$ cat src/rtl/z_pkg.sv
// rtl/z_pkg.sv - shared constants and packer state type for the z-pair packer
package z_pkg;

    localparam int WORD_W             = 8;
    localparam int PAIRS_PER_WORD     = 4;
    localparam int DEFAULT_FIFO_DEPTH = 4;

    typedef enum logic {
        EMPTY   = 1'b0,
        PARTIAL = 1'b1
    } pack_state_t;

endpackage

$ cat src/rtl/z_packer_if.sv
// rtl/z_packer_if.sv - pair capture and packed-word output handshake bundle
interface z_packer_if;
    import z_pkg::*;

    logic              in_valid;
    logic              z1;
    logic              z2;
    logic              flush;
    logic              out_valid;
    logic              out_ready;
    logic [WORD_W-1:0] out_data;

    modport master (
        output in_valid, z1, z2, flush, out_ready,
        input  out_valid, out_data
    );

    modport slave (
        input  in_valid, z1, z2, flush, out_ready,
        output out_valid, out_data
    );

endinterface

$ cat src/rtl/z_sync_fifo.sv
// rtl/z_sync_fifo.sv - single-clock word FIFO with occupancy count
module z_sync_fifo #(
    parameter int DEPTH = 4,
    parameter int W     = 8
) (
    input  logic                     clk,
    input  logic                     rst,
    input  logic                     push,
    input  logic                     pop,
    input  logic [W-1:0]             din,
    output logic [W-1:0]             dout,
    output logic                     full,
    output logic                     empty,
    output logic [$clog2(DEPTH):0]   count
);
    localparam int AW = $clog2(DEPTH);
    localparam int CW = AW + 1;

    logic [W-1:0]  mem [DEPTH];
    logic [AW-1:0] wr_ptr;
    logic [AW-1:0] rd_ptr;
    logic [CW-1:0] cnt;
    logic          do_push;
    logic          do_pop;

    assign empty = (cnt == '0);
    assign full  = (cnt == CW'(DEPTH));
    assign count = cnt;

    // A push into a full FIFO still lands when the same edge frees a slot.
    assign do_pop  = pop & ~empty;
    assign do_push = push & (~full | do_pop);

    // Empty FIFO presents zero so the output is defined straight out of reset.
    assign dout = empty ? '0 : mem[rd_ptr];

    always_ff @(posedge clk) begin
        if (do_push) begin
            mem[wr_ptr] <= din;
        end
    end

    always_ff @(posedge clk) begin
        if (rst) begin
            wr_ptr <= '0;
            rd_ptr <= '0;
            cnt    <= '0;
        end else begin
            if (do_push) begin
                wr_ptr <= wr_ptr + 1'b1;
            end
            if (do_pop) begin
                rd_ptr <= rd_ptr + 1'b1;
            end
            cnt <= cnt + CW'(do_push) - CW'(do_pop);
        end
    end

endmodule

$ cat src/rtl/z_packer.sv
// rtl/z_packer.sv - packs {z1,z2} pairs four to a byte and buffers them in a FIFO
module z_packer
    import z_pkg::*;
#(
    parameter int FIFO_DEPTH = DEFAULT_FIFO_DEPTH
) (
    input  logic         clk,
    input  logic         rst,
    z_packer_if.slave    bus,
    output logic         overflow,
    output logic [7:0]   z1_count
);
    localparam int CW = $clog2(FIFO_DEPTH) + 1;

    pack_state_t       state, state_nx;
    logic [1:0]        idx, idx_nx;
    logic [WORD_W-1:0] word, word_nx;
    logic [WORD_W-1:0] assembled;
    logic [WORD_W-1:0] push_word;
    logic              fifo_push;
    logic              fifo_pop;
    logic              fifo_full;
    logic              fifo_empty;
    logic [CW-1:0]     fifo_count;

    // Unfilled pair slots are always zero, so OR-ing the new pair in is enough.
    assign assembled = word | (WORD_W'({bus.z1, bus.z2}) << {idx, 1'b0});

    always_ff @(posedge clk) begin
        if (rst) begin
            state <= EMPTY;
            idx   <= '0;
            word  <= '0;
        end else begin
            state <= state_nx;
            idx   <= idx_nx;
            word  <= word_nx;
        end
    end

    always_comb begin
        state_nx  = state;
        idx_nx    = idx;
        word_nx   = word;
        fifo_push = 1'b0;
        push_word = word;
        if (bus.in_valid) begin
            // A concurrent flush includes this pair before the word goes out.
            if (idx == 2'(PAIRS_PER_WORD - 1) || bus.flush) begin
                fifo_push = 1'b1;
                push_word = assembled;
                state_nx  = EMPTY;
                idx_nx    = '0;
                word_nx   = '0;
            end else begin
                state_nx  = PARTIAL;
                idx_nx    = idx + 2'd1;
                word_nx   = assembled;
            end
        end else if (bus.flush && state == PARTIAL) begin
            fifo_push = 1'b1;
            push_word = word;
            state_nx  = EMPTY;
            idx_nx    = '0;
            word_nx   = '0;
        end
    end

    assign fifo_pop = bus.out_ready & ~fifo_empty;

    z_sync_fifo #(
        .DEPTH (FIFO_DEPTH),
        .W     (WORD_W)
    ) u_fifo (
        .clk   (clk),
        .rst   (rst),
        .push  (fifo_push),
        .pop   (fifo_pop),
        .din   (push_word),
        .dout  (bus.out_data),
        .full  (fifo_full),
        .empty (fifo_empty),
        .count (fifo_count)
    );

    assign bus.out_valid = ~fifo_empty;

    always_ff @(posedge clk) begin
        if (rst) begin
            overflow <= 1'b0;
        end else if (fifo_push && fifo_full && !fifo_pop) begin
            overflow <= 1'b1;
        end
    end

    always_ff @(posedge clk) begin
        if (rst) begin
            z1_count <= '0;
        end else if (bus.in_valid && bus.z1 && z1_count != 8'hFF) begin
            z1_count <= z1_count + 8'd1;
        end
    end

endmodule

$ cat src/flat_wrapper.sv
// flat-port wrapper written by rule: the top's interface ports become plain ports
module z_packer_flat import z_pkg::*;
#(
    parameter int FIFO_DEPTH = DEFAULT_FIFO_DEPTH
)
  (clk, rst, overflow, z1_count, bus_in_valid, bus_z1, bus_z2, bus_flush, bus_out_ready, bus_out_valid, bus_out_data);
  z_packer_if bus_i ();
  input  logic clk;
  input  logic rst;
  output logic overflow;
  output logic [7:0] z1_count;
  input wire logic [$bits(bus_i.in_valid)-1:0] bus_in_valid;
  input wire logic [$bits(bus_i.z1)-1:0] bus_z1;
  input wire logic [$bits(bus_i.z2)-1:0] bus_z2;
  input wire logic [$bits(bus_i.flush)-1:0] bus_flush;
  input wire logic [$bits(bus_i.out_ready)-1:0] bus_out_ready;
  output wire logic [$bits(bus_i.out_valid)-1:0] bus_out_valid;
  output wire logic [$bits(bus_i.out_data)-1:0] bus_out_data;
  assign bus_i.in_valid = bus_in_valid;
  assign bus_i.z1 = bus_z1;
  assign bus_i.z2 = bus_z2;
  assign bus_i.flush = bus_flush;
  assign bus_i.out_ready = bus_out_ready;
  assign bus_out_valid = bus_i.out_valid;
  assign bus_out_data = bus_i.out_data;
  z_packer #(.FIFO_DEPTH(FIFO_DEPTH)) u_core (.clk(clk), .rst(rst), .bus(bus_i), .overflow(overflow), .z1_count(z1_count));
endmodule
$ cat config.mk
export PLATFORM = sky130hd
export DESIGN_NAME = z_packer_flat
export DESIGN_NICKNAME = d
export VERILOG_FILES = /design/src/rtl/z_pkg.sv /design/src/rtl/z_packer_if.sv /design/src/rtl/z_sync_fifo.sv /design/src/rtl/z_packer.sv /design/src/flat_wrapper.sv
export SDC_FILE = /design/constraint.sdc
export NUM_CORES = 1
export LEC_CHECK = 0
export BUFFER_PORTS_ARGS = -buffer_cell sky130_fd_sc_hd__buf_2
export CORE_MARGIN = 3
export CORE_UTILIZATION = 52
export DETAILED_ROUTE_END_ITERATION = 10
export PLACE_DENSITY = 0.74
export SLEW_MARGIN = 10
export SYNTH_ARGS = -nofsm -noshare
export SYNTH_HDL_FRONTEND = slang
export SYNTH_SLANG_ARGS = --single-unit
export TNS_END_PERCENT = 30
$ cat constraint.sdc
create_clock -name clk -period 2.3 [get_ports clk]
set_clock_uncertainty 0.2 [all_clocks]
set_input_delay 0.23 -clock clk [delete_from_list [all_inputs] [get_ports clk]]
set_output_delay 0.23 -clock clk [all_outputs]
set_load 0.05 [all_outputs]
==> results of run 1 <==
-- per-stage QoR --
stage | total power, mW | utilization [%] | std cells | area (um2)
5_1_grt | 3.28 | 65.9 | 316 | 3190
2_1_floorplan | 2.01 | - | 203 | 2710
4_1_cts | 3.13 | 65.5 | 315 | 3180
3_5_place_dp | 2.20 | 60.7 | 298 | 2950
6_report | 3.11 | 65.9 | 316 | 3190
3_3_place_gp | 2.18 | 60.7 | 298 | 2950
-- cell families after synthesis --
kind of cell             count (synthesis)
AO/OA/AOI/OAI                           33
XOR/XNOR                                 6
adder cells (fa/ha/maj)                  9
buffers and inverters                   14
flip-flops                              61
multiplexers                            11
AND/OR/NAND/NOR                         69
-- per-layer routing --
metal	track usage [%]	share of wire, %	routed length (um)	vias to the layer above
met5	0	0	0	-
met4	9.07	2.0	92	0
met3	4.64	4.0	186	8
met2	27.2	47	2200	41
met1	23.0	47	2160	811
li1	-	-	-	824
-- repair_timing --
item,4_1_cts,5_1_grt
buffers inserted,0,1
hold buffers,1,0
setup endpoints to repair,1,1
endpoints found under the hold margin,1,0
gates resized for setup,9,2
pin swaps,8,5
-- cell usage after synthesis (2+ instances only) --
cell | n | share of area (%)
a21o_1 | 2 | 0.56
edfxtp_1 | 32 | 36
nor2b_1 | 6 | 1.4
a31oi_1 | 6 | 1.4
a21oi_1 | 8 | 1.5
inv_1 | 5 | 0.70
mux2i_1 | 3 | 1.1
ha_1 | 8 | 3.7
and2_1 | 12 | 2.8
clkbuf_1 | 3 | 0.42
mux4_2 | 8 | 6.7
dfxtp_1 | 29 | 22
o21a_1 | 2 | 0.56
buf_6 | 4 | 1.7
and3_1 | 2 | 0.47
a311oi_1 | 3 | 0.98
xnor2_1 | 3 | 0.98
nor2_2 | 2 | 0.47
a41o_1 | 2 | 0.75
xor2_1 | 3 | 0.98
nand3_1 | 4 | 0.75
nor2_1 | 27 | 3.8
a31o_2 | 4 | 1.3
-- state kept, by name, indices dropped and copies added (netlist names), named ones only --
name and count:
u_core.u_fifo.mem 32, u_core.u_fifo.count 3, u_core.u_fifo.rd_ptr 2, u_core.idx 2, u_core.overflow 1, u_core.state 1, u_core.z1_count 8, u_core.u_fifo.wr_ptr 2
u_core.word 8
-- critical path, stage by stage (launching register included) --
cell,delay [ps]
dfxtp_4,360
nor4b_4,260
buf_4,160
nor3_4,40
inv_2,70
ha_4,200
inv_2,60
ha_4,110
inv_2,30
fa_2,340
xor2_2,160
xnor2_1,150
nor2_1,70
-- layout make-up --
class	instances	area share (%)
timing repair buffer	39	7.37
multi-input combinational	128	35.0
clock buffer	11	4.11
tap	67	2.63
clock inverter	5	1.65
inverter	5	0.588
sequential	61	48.6
-- worst max-delay path by stage --
stage	from	endpoint	slack, ps
floorplan	u_core.idx[1]	u_core.u_fifo.count[2]	-80
detailed placement	u_core.u_fifo.count[1]	u_core.u_fifo.count[2]	-130
global route	u_core.u_fifo.count[1]	u_core.u_fifo.count[2]	-220
CTS	u_core.u_fifo.count[2]	u_core.u_fifo.count[2]	-70
global placement	u_core.u_fifo.count[1]	u_core.u_fifo.count[2]	-80
finish	u_core.u_fifo.count[1]	u_core.u_fifo.count[2]	-30
-- power breakdown --
part | switching (mW) | total [mW] | leakage (nW) | internal (mW)
clock network | 0.390 | 0.885 | 0.0931 | 0.495
registers | 0.0591 | 1.28 | 0.551 | 1.23
logic | 0.565 | 0.942 | 0.632 | 0.377
==> flow_summary.yaml, run 1 <==
logic_synthesis:
  synthArstFlopShare_pct: 0
  synth_flop_cell: "edfxtp_1"
  muxShareOfSynthArea_pct: 7.85
  ys.warnings.count: 0
  synth-simple-area-share_pct: 15.3
  syn-num-nets: 219
  synthXorXnorAreaFrac_pct: 1.96
  synth-edff-count: 32
  postSynthAreaPerCell_um2: 13.2
  synthCells: 203
  synth_fa_ha_area_share_pct: 4.48
  ys_seq_area_share_pct: 57.5
  ys_types: 48
  synth_compound_gate_area_share_pct: 9.57
  synth_top_family_by_area: "simple AND/OR/NAND/NOR gates"
  netlist_area_mm2: 0.00268
  ys_ff_latch: 61
timing:
  hold_viol: 0
  period_share_pct: 101
  whs_ps: 96.7
  rsz0062_at_grt: "yes"
  slew_viol_final: 0
  tns_ps: -31.8
  fmax_mhz: 429
  period_needed_ps: 2330
  maxSlewHeadroom_pct: 65.6
  finalSetupViolCount: 1
  tightest_slew_ps: 514
  timing.final.ws_setup_ps: -31.8
floorplan:
  io-pin-count: 25
  dieWidth_um: 77.8
  fp.dieH_um: 77.8
  start_util_pct: 55.3
  fp.coreArea_mm2: 0.00485
  die-area_mm2: 0.00605
  num_rows: 25
clock_tree:
  ctsHtreeMaxLevel: 3
  cts_root_buffer: "clkbuf_8"
  path_clk_slew_ps: 70
  cts_buffer_depth: 2
  cts_tree: "done"
  clock-sinks: 61
  cts_buffers: 9
  insertion_delay_ps: 330
drt:
  post_drt_wl_per_cell_um: 14.7
  via_count: 1684
  drc: 0
  antenna_left: 0
  firstDrtPassIters: 4
  drt_wl_total_mm: 4.64
  first_iter_violations: 63
  viasPerCell: 5.33
pwr:
  power_leakage_nw: 1.28
  irDropWorstVdd_v: 0.000452
  power_density_mw_per_mm2: 975
flow_run:
  maxCapViolCount: 0
grt:
  grtUsageTotal_pct: 17.7
  grt.overflow.total: 0
  antenna_found_initial: 0
  grt_pass1_vias: 1685
  grt_max_degree: 22
  grt_pass1_wl_mm: 8.17
final_layout:
  layout_commonest_cell: "edfxtp_1"
  fill_cells: 373
  areaGrowthSynthToFinish_pct: 19.2
  nNetsFinal: 260
  final_layout_size_suffix_gt1_share_pct: 38.2
  final_cell_mix: "32 x edfxtp_1, 27 x nor2_1, 24 x dfxtp_1, 24 x buf_2, 14 x buf_4"
  multiInputGateArea_mm2: 0.00112
  n_antenna_cell: 0
  seqCellArea_mm2: 0.00155
run_status:
  outcome: "complete, but fails checks"
  violations: "setup timing"
placed_design:
  portBuffers: 24
  gp_congestion: 0.773
  dp_hpwl_mm: 3.23
  pre_cts_ws_ps: -130
worst_setup_path:
  worstRegToRegCells: 12
  worstSetupPathType: "register to register"
  reg2reg_to: "u_core.u_fifo.count[2]"
  cp_data_required_time_ps: 2290
  rr_startpoint: "u_core.u_fifo.count[1]"
  cp-end-kind: "register"
  cp_max_fo: 3
  start_kind: "register"
  r2r_slack_ps: -30
  worstPathArrival_ps: 2330
worst_hold_path:
  hold_path_depth: 2
  hold_end: "u_core.idx[0]"
  hold_class: "input pin to register"
  worstHoldStart: "rst"
(Power assumes the default switching activity.)
==> run 2, diff against run 1 <==
--- a/config.mk
+++ b/config.mk
@@ -6,6 +6,7 @@
 export NUM_CORES = 1
 export LEC_CHECK = 0
 export BUFFER_PORTS_ARGS = -buffer_cell sky130_fd_sc_hd__buf_2
+export CORE_ASPECT_RATIO = 1.5
 export CORE_MARGIN = 3
 export CORE_UTILIZATION = 52
 export DETAILED_ROUTE_END_ITERATION = 10
==> run 2 against run 1 <==
Net effect: the run still ends with setup timing left; setup slack better by 29 ps; critical path depth down 2; sequential cell count unchanged; die area up 0.29%; critical path type unchanged; fmax up 1.3%; cell count down 0.95%; critical endpoint unchanged; final area up 0.78%; sequential share of layout area down 0.42 points; total power up 4.8%; register-to-register slack better by 30 ps; via count down 1.0%.
==> flow_summary.yaml, run 2 (same netlist as run 1, synthesis figures left out) <==
run_status:
  outcome: "complete, but fails checks"
  violations: "setup timing"
worst_setup_path:
  cp_data_required_time_ps: 2310
  worstSetupPathType: "register to register"
  start_kind: "register"
  reg2reg_to: "u_core.u_fifo.count[2]"
  r2r_slack_ps: -3
  rr_startpoint: "u_core.u_fifo.count[1]"
  worstRegToRegCells: 10
  worstPathArrival_ps: 2310
  cp-startpoint: "u_core.u_fifo.count[1]"
  cp-end-kind: "register"
  cp_max_fo: 3
grt:
  grt_use_met2_pct: 30.3
  grt_pass1_vias: 1630
  grt_pass1_wl_mm: 7.66
  use_met1_pct: 18.3
  grt_max_degree: 22
  antenna_found_initial: 0
  grtUsageTotal_pct: 17.0
  met3_usage_pct: 3.95
  grt_most_used_layer: "met2"
  grt.overflow.total: 0
drt:
  firstDrtPassIters: 4
  first_iter_violations: 43
  post_drt_wl_per_cell_um: 14.6
  drt_wl_total_mm: 4.57
  via_count: 1667
  drc: 0
  viasPerCell: 5.33
  antenna_left: 0
final_layout:
  layout_commonest_cell: "edfxtp_1"
  top_regs: "u_core.u_fifo.mem (32), u_core.word (8), u_core.z1_count (8)"
  n_antenna_cell: 0
  nNetsFinal: 258
  largest_reg_flops: 32
  fin_cells: 313
  regMostFlops: "u_core.u_fifo.mem"
  finalCoreUtilization_pct: 65.8
  final_layout_size_suffix_gt1_share_pct: 38.1
  fill_cells: 380
  final_cell_mix: "32 x edfxtp_1, 27 x nor2_1, 25 x dfxtp_1, 24 x buf_2"
  areaGrowthSynthToFinish_pct: 20.1
clock_tree:
  insertion_delay_ps: 330
  ctsHtreeMaxLevel: 3
  cts_tree: "done"
  cts_root_buffer: "clkbuf_8"
  path_clk_slew_ps: 60
  cts_buffers: 9
  clock-sinks: 61
  cts_buffer_depth: 2
pwr:
  clkPwrFrac_pct: 31.9
  total_power_mw: 3.26
  power_density_mw_per_mm2: 1010
  switching_share_pct: 31.3
  internal_power_mw: 2.24
  pwr-share-seq_pct: 39.3
  irDropWorstVdd_v: 0.000579
  share_comb_of_total_power_pct: 28.8
  power_leakage_nw: 1.29
  switchingPower_mw: 1.02
floorplan:
  io-pin-count: 25
  fp.coreArea_mm2: 0.00489
  die-area_mm2: 0.00607
  start_util_pct: 54.8
  num_rows: 31
  fp.dieH_um: 93.9
  dieWidth_um: 64.6
placed_design:
  dp_hpwl_mm: 3.26
  portBuffers: 24
  gp_congestion: 0.729
  placed_cells: 295
worst_hold_path:
  hold_end: "u_core.overflow"
  worstHoldStart: "bus_out_ready"
  hold_path_depth: 4
  hold_class: "input pin to register"
timing:
  maxSlewHeadroom_pct: 64.5
  timing.final.ws_setup_ps: -2.68
  period_needed_ps: 2300
  finalSetupViolCount: 1
  slew_viol_final: 0
  rsz0062_at_grt: "yes"
  hold_viol: 0
  tightest_slew_ps: 530
  fmax_mhz: 434
  period_share_pct: 100
  whs_ps: 87.9
flow_run:
  maxCapViolCount: 0
[run 2: routing by layer]
layer / share of wire [%] / vias up / wire length [um]
met5: 0 / - / 0
met2: 54 / 38 / 2480
met4: 2.3 / 0 / 107
met3: 4.4 / 11 / 203
met1: 39 / 793 / 1780
li1: - / 825 / -
[run 2: timing repair]
item	4_1_cts	5_1_grt
pin swaps	7	4
hold endpoints to repair	1	0
setup endpoints to repair	1	1
buffers inserted	1	0
hold buffers	1	0
resized for setup	9	2
[run 2: stage by stage]
step	setup TNS (ps)	setup slack (ps)	cell area (um2)
finish	-2.68	-2.68	3220
global placement	-98.7	-98.7	2930
detailed placement	-114	-114	2930
global route	-102	-102	3220
floorplan	-85.0	-85.0	2710
CTS	-24.1	-24.1	3210
[run 2: power by group through the flow]
stage               Combinational [mW]  Sequential, mW  Clock, mW
CTS                              0.932            1.28       1.06
global route                      1.02            1.29       1.10
finish                           0.941            1.28       1.04
detailed placement               0.889            1.30          0
global placement                 0.883            1.29          0
floorplan                        0.715            1.29          0
[run 2: how the worst max path moves through the flow]
stage	end	slack, ps	depth (start not counted)
5_1_grt	u_core.u_fifo.count[2]	-100	10
3_5_place_dp	u_core.u_fifo.count[2]	-110	10
2_1_floorplan	u_core.u_fifo.count[2]	-80	12
6_report	u_core.u_fifo.count[2]	-3	10
4_1_cts	u_core.u_fifo.count[2]	-20	10
3_3_place_gp	u_core.u_fifo.count[2]	-100	10
[run 2: critical path, stage by stage, from the launching register on]
cell and delay [ps]:
dfxtp_4 360, or3_4 360, and2_4 150, ha_4 210, inv_4 50, ha_4 110, inv_2 30, fa_2 340
xor2_2 150, xnor2_1 150, nor2_1 50
[run 2: cell type report]
cell class              count  area (um2)  area share (%)
well taps                  66        82.6            2.57
repair buffers             37         220            6.84
clock inverters             6        86.3            2.68
inverters                   5        21.3           0.661
clock buffers              10         138            4.28
multi-input cells         128        1120            34.8
flip-flops and latches     61        1550            48.2
